`src/rtl/prim_flop_pipe_en.sv`:
```
// prim_flop_pipe_en: elastic Depth-stage valid/ready register slice with bubble collapse and flush.
// Define PRIM_FLOP_PIPE_DUP_EN to add shadow copies of every register and a sticky err_o.

module prim_sec_anchor_buf #(
   parameter int unsigned Width = 1
) (
   input  logic [Width-1:0] din,
   output logic [Width-1:0] dout
);
   assign dout = din;
endmodule

module prim_flop_pipe_en #(
   parameter int unsigned     Width      = 32,
   parameter int unsigned     Depth      = 2,
   parameter logic [Width-1:0] ResetValue = '0,
   parameter bit              EnSecBuf   = 1'b0
) (
   input  logic                         clk_i,
   input  logic                         rst_ni,
   input  logic                         flush_i,
   input  logic                         valid_i,
   output logic                         ready_o,
   input  logic [Width-1:0]             data_i,
   output logic                         valid_o,
   input  logic                         ready_i,
   output logic [Width-1:0]             data_o,
   output logic [$clog2(Depth+1)-1:0]   occupancy_o,
   output logic                         err_o
);
   localparam int unsigned OccW = $clog2(Depth + 1);
   logic [Depth-1:0] v, en, src_v;
   logic [Depth:0]   en_chain;
   logic [Width-1:0] d     [Depth];
   logic [Width-1:0] src_d [Depth];
   // A stage may load when it or any stage downstream of it is empty, or the sink takes a beat
   always_comb begin
      en_chain = '0;
      en_chain[Depth] = ready_i;
      for (int k = Depth - 1; k >= 0; k--) en_chain[k] = ~v[k] | en_chain[k+1];
   end
   assign ready_o = en_chain[0] & ~flush_i;
   if (EnSecBuf) begin : g_sec
      prim_sec_anchor_buf #(.Width(Depth)) u_en_buf (.din(en_chain[Depth-1:0]), .dout(en));
   end else begin : g_nosec
      assign en = en_chain[Depth-1:0];
   end
   for (genvar k = 0; k < Depth; k++) begin : g_src
      if (k == 0) begin : g_in
         assign src_v[k] = valid_i & ~flush_i;
         assign src_d[k] = data_i;
      end else begin : g_mid
         assign src_v[k] = v[k-1];
         assign src_d[k] = d[k-1];
      end
   end
   always_ff @(posedge clk_i or negedge rst_ni) begin
      if (!rst_ni) begin
         v <= '0;
         for (int k = 0; k < Depth; k++) d[k] <= ResetValue;
      end else begin
         for (int k = 0; k < Depth; k++) begin
            v[k] <= ~flush_i & (en[k] ? src_v[k] : v[k]);
            if (en[k] & src_v[k] & ~flush_i) d[k] <= src_d[k];
         end
      end
   end
   assign valid_o = v[Depth-1];
   assign data_o  = d[Depth-1];
   always_comb begin
      occupancy_o = '0;
      for (int k = 0; k < Depth; k++) occupancy_o = occupancy_o + OccW'(v[k]);
   end
`ifdef PRIM_FLOP_PIPE_DUP_EN
   logic [Depth-1:0] v_s;
   logic [Width-1:0] d_s [Depth];
   logic             mismatch, err;
   // Shadows share the primary enables and sources so any divergence means a corrupted flop
   always_ff @(posedge clk_i or negedge rst_ni) begin
      if (!rst_ni) begin
         v_s <= '0;
         err <= 1'b0;
         for (int k = 0; k < Depth; k++) d_s[k] <= ResetValue;
      end else begin
         err <= err | mismatch;
         for (int k = 0; k < Depth; k++) begin
            v_s[k] <= ~flush_i & (en[k] ? src_v[k] : v_s[k]);
            if (en[k] & src_v[k] & ~flush_i) d_s[k] <= src_d[k];
         end
      end
   end
   always_comb begin
      mismatch = v != v_s;
      for (int k = 0; k < Depth; k++) mismatch = mismatch | (d[k] != d_s[k]);
   end
   assign err_o = err;
`else
   assign err_o = 1'b0;
`endif
endmodule

```
`config.mk`:
```
export PLATFORM = sky130hd
export DESIGN_NAME = prim_flop_pipe_en
export DESIGN_NICKNAME = d
export VERILOG_FILES = /design/src/rtl/prim_flop_pipe_en.sv
export SDC_FILE = /design/constraint.sdc
export NUM_CORES = 1
export LEC_CHECK = 0
export ABC_CLOCK_PERIOD_IN_PS = 3300
export BUFFER_PORTS_ARGS = -buffer_cell sky130_fd_sc_hd__buf_4
export CAP_MARGIN = 5
export CORE_UTILIZATION = 30
export CTS_CLUSTER_SIZE = 25
export DETAILED_ROUTE_END_ITERATION = 8
export SYNTH_ARGS = -nofsm -noshare
export SYNTH_HDL_FRONTEND = slang
export SYNTH_SLANG_ARGS = --single-unit
```
`constraint.sdc`:
```
create_clock -name clk_i -period 3.3 [get_ports clk_i]
set_input_delay 0.66 -clock clk_i [delete_from_list [all_inputs] [get_ports clk_i]]
set_output_delay 0.66 -clock clk_i [all_outputs]
set_load 0.01 [all_outputs]
```
==> reports/qor.yml <==
run_status:
  status: "complete, no violations"
cts:
  cts_hold_buf: 0
  htreeDepth: 3
  clock_sinks: 66
  clk_pin_slew_ns: 0.07
  postCtsSetupBuffers: 0
  clockRootBuffer: "clkbuf_8"
  numCtsBuffers: 9
  cts_resized: 0
  cts_tree: "done"
  clk_latency_ns: 0.33
  clockBufferDepth: 2
setup_path:
  rr_startpoint: "v[0]"
  critPathArrivalTime_ns: 2.27
  r2r_slack_ns: 1.24
  end_kind: "flop"
  path_max_fanout: 18
  rr_worst_depth: 4
  reg2reg_to: "d[45]"
  critical_path.slowest_cell: "or3b_2"
  cp.required_ns: 3.52
  crit_chain: "and3b_1, or3b_2, buf_12, mux2_4"
  crit_type: "reg -> reg"
  critPathLaunchType: "flop"
  critical_path.max_stage_delay_ns: 0.72
  crit_family: "simple AND/OR/NAND/NOR gates"
  worst-path-buf-inv: 1
place:
  port_buffers: 72
  dpl-instance-area_mm2: 0.00330
  gp_congestion: 0.672
  dp_hpwl_um: 3180
  dpl_worst_slack_ns: 0.907
synthesis:
  netlist_area_mm2: 0.00289
  syn_nets: 219
  seq_area_frac_synth_pct: 57.1
  syn_area_per_cell_um2: 16.0
  netlist_instances: 181
  ys_ff_latch: 66
  synth_cell_types: 14
  yosysWarnings: 0
timing:
  setup_viol: 0
  period_share_pct: 62.4
  worst_slew_pin_slew_ns: 0.822
  hold_slack_ns: 0.421
  fin_tns_setup_ns: 0
  min_period_ns: 2.06
  rsz0062_at_grt: "false"
  clock_skew_ns: 0.00407
  worst_slack_ns: 1.24
  max-slew-margin-rel_pct: 45.2
  slew_violations: 0
  fmax_ghz: 0.486
  finalHoldViolCount: 0
power_and_ir_drop:
  p_leak_uw: 0.00170
  power_density_mw_per_mm2: 673
  ir_drop_mv: 0.287
  total_power_uw: 2380
routing:
  remaining_drc_errors: 0
  vias: 1467
  wl_um: 4730
  first_pass_iters: 3
  drtIter0Drc: 13
  viasPerCell: 4.06
  drtAntennaViolNets: 0
  routedWlPerCell_um: 13.1
global_routing:
  grt_pass1_wl_um: 7720
  track_usage_pct: 10.4
  overflow: 0
  antenna_found_initial: 0
  first_global_vias: 1523
  grt_max_degree: 67
floorplan:
  io_pins: 74
  fp.dieW_um: 100
  core_mm2: 0.00928
  die_area_mm2: 0.0100
  rows: 35
  die_h_um: 100
  initial_core_util_pct: 31.1
final_layout:
  nets: 265
  finish.instance_area_mm2: 0.00353
  drive_gt1_share_pct: 67.7
  synthToLayoutAreaGrowth_pct: 22.0
  fill_cells: 920
  n_antenna_cell: 0
run:
  cap_violations: 0
worst_hold_path:
  hold_class: "in -> async"
[Yosys cell counts]
cell type / number / area [um2]
and2b_1: 1 / 7.51
mux2_4: 30 / 450
buf_2: 3 / 15.0
and3b_1: 1 / 8.76
dfrtp_1: 66 / 1650
mux2_2: 34 / 383
buf_4: 33 / 248
or3b_1: 1 / 8.76
ha_1: 1 / 12.5
nor2_1: 5 / 18.8
buf_12: 3 / 60.1
buf_6: 1 / 11.3
conb_1: 1 / 3.75
nor3b_2: 1 / 12.5
[registers in the layout (all words and copies together), names as in the netlist]
register and cells:
data_o 32, v 2, d 32
[worst max path at each step]
stage	cells after the start	endpoint	slack [ns]	from
after floorplan	5	d[32]	1.42	ready_i
after global placement	5	d[58]	0.93	ready_i
after detailed placement	5	d[62]	0.91	ready_i
after CTS	4	d[45]	1.22	v[0]
after global routing	4	d[61]	1.18	v[0]
final	4	d[45]	1.24	v[0]
[power by group]
group,internal (uW),switching [uW]
clock network,447,308
logic,349,188
registers,989,94.5
[routing by layer]
layer | part of all wire, % | track usage (%) | up-vias
met5 | 0 | 0 | -
met4 | 1.8 | 5.02 | 0
met3 | 6.3 | 3.97 | 9
met2 | 47 | 15.9 | 50
met1 | 45 | 12.9 | 732
li1 | - | - | 676
[cells by family after synthesis]
logic type,count (synthesis),share of synthesized area (%)
fa+ha+maj,1,0.433
buf+inv,40,11.6
flops,66,57.1
mux,64,28.8
other cells,1,0.130
simple gates,9,1.95
[metrics by stage]
stage / utilization (%) / cells
final: 38.0 / 361
after global routing: 38.0 / 361
after CTS: 38.0 / 361
after detailed placement: 35.6 / 345
after global placement: 35.6 / 345
after floorplan: - / 181
[placed cells by master, fill, tap and decap left out]
cell,n
clkinv_2,1
dfrtp_1,66
mux2_4,30
clkinvlp_4,2
ha_1,1
and3b_1,1
or3b_2,1
mux2_2,34
nor2_1,5
nor3b_4,1
bufinv_16,2
and2b_1,1
buf_4,74
inv_6,1
buf_12,1
conb_1,1
clkbuf_8,10
[cell type report]
class / count / area [um2] / area share [%]
repair buffers: 75 / 576 / 16.3
flip-flops and latches: 66 / 1650 / 46.8
multi-input cells: 75 / 912 / 25.9
clock buffers: 10 / 138 / 3.90
well taps: 129 / 161 / 4.58
clock inverters: 6 / 88.8 / 2.52
Power figures use the tool's default switching activity.
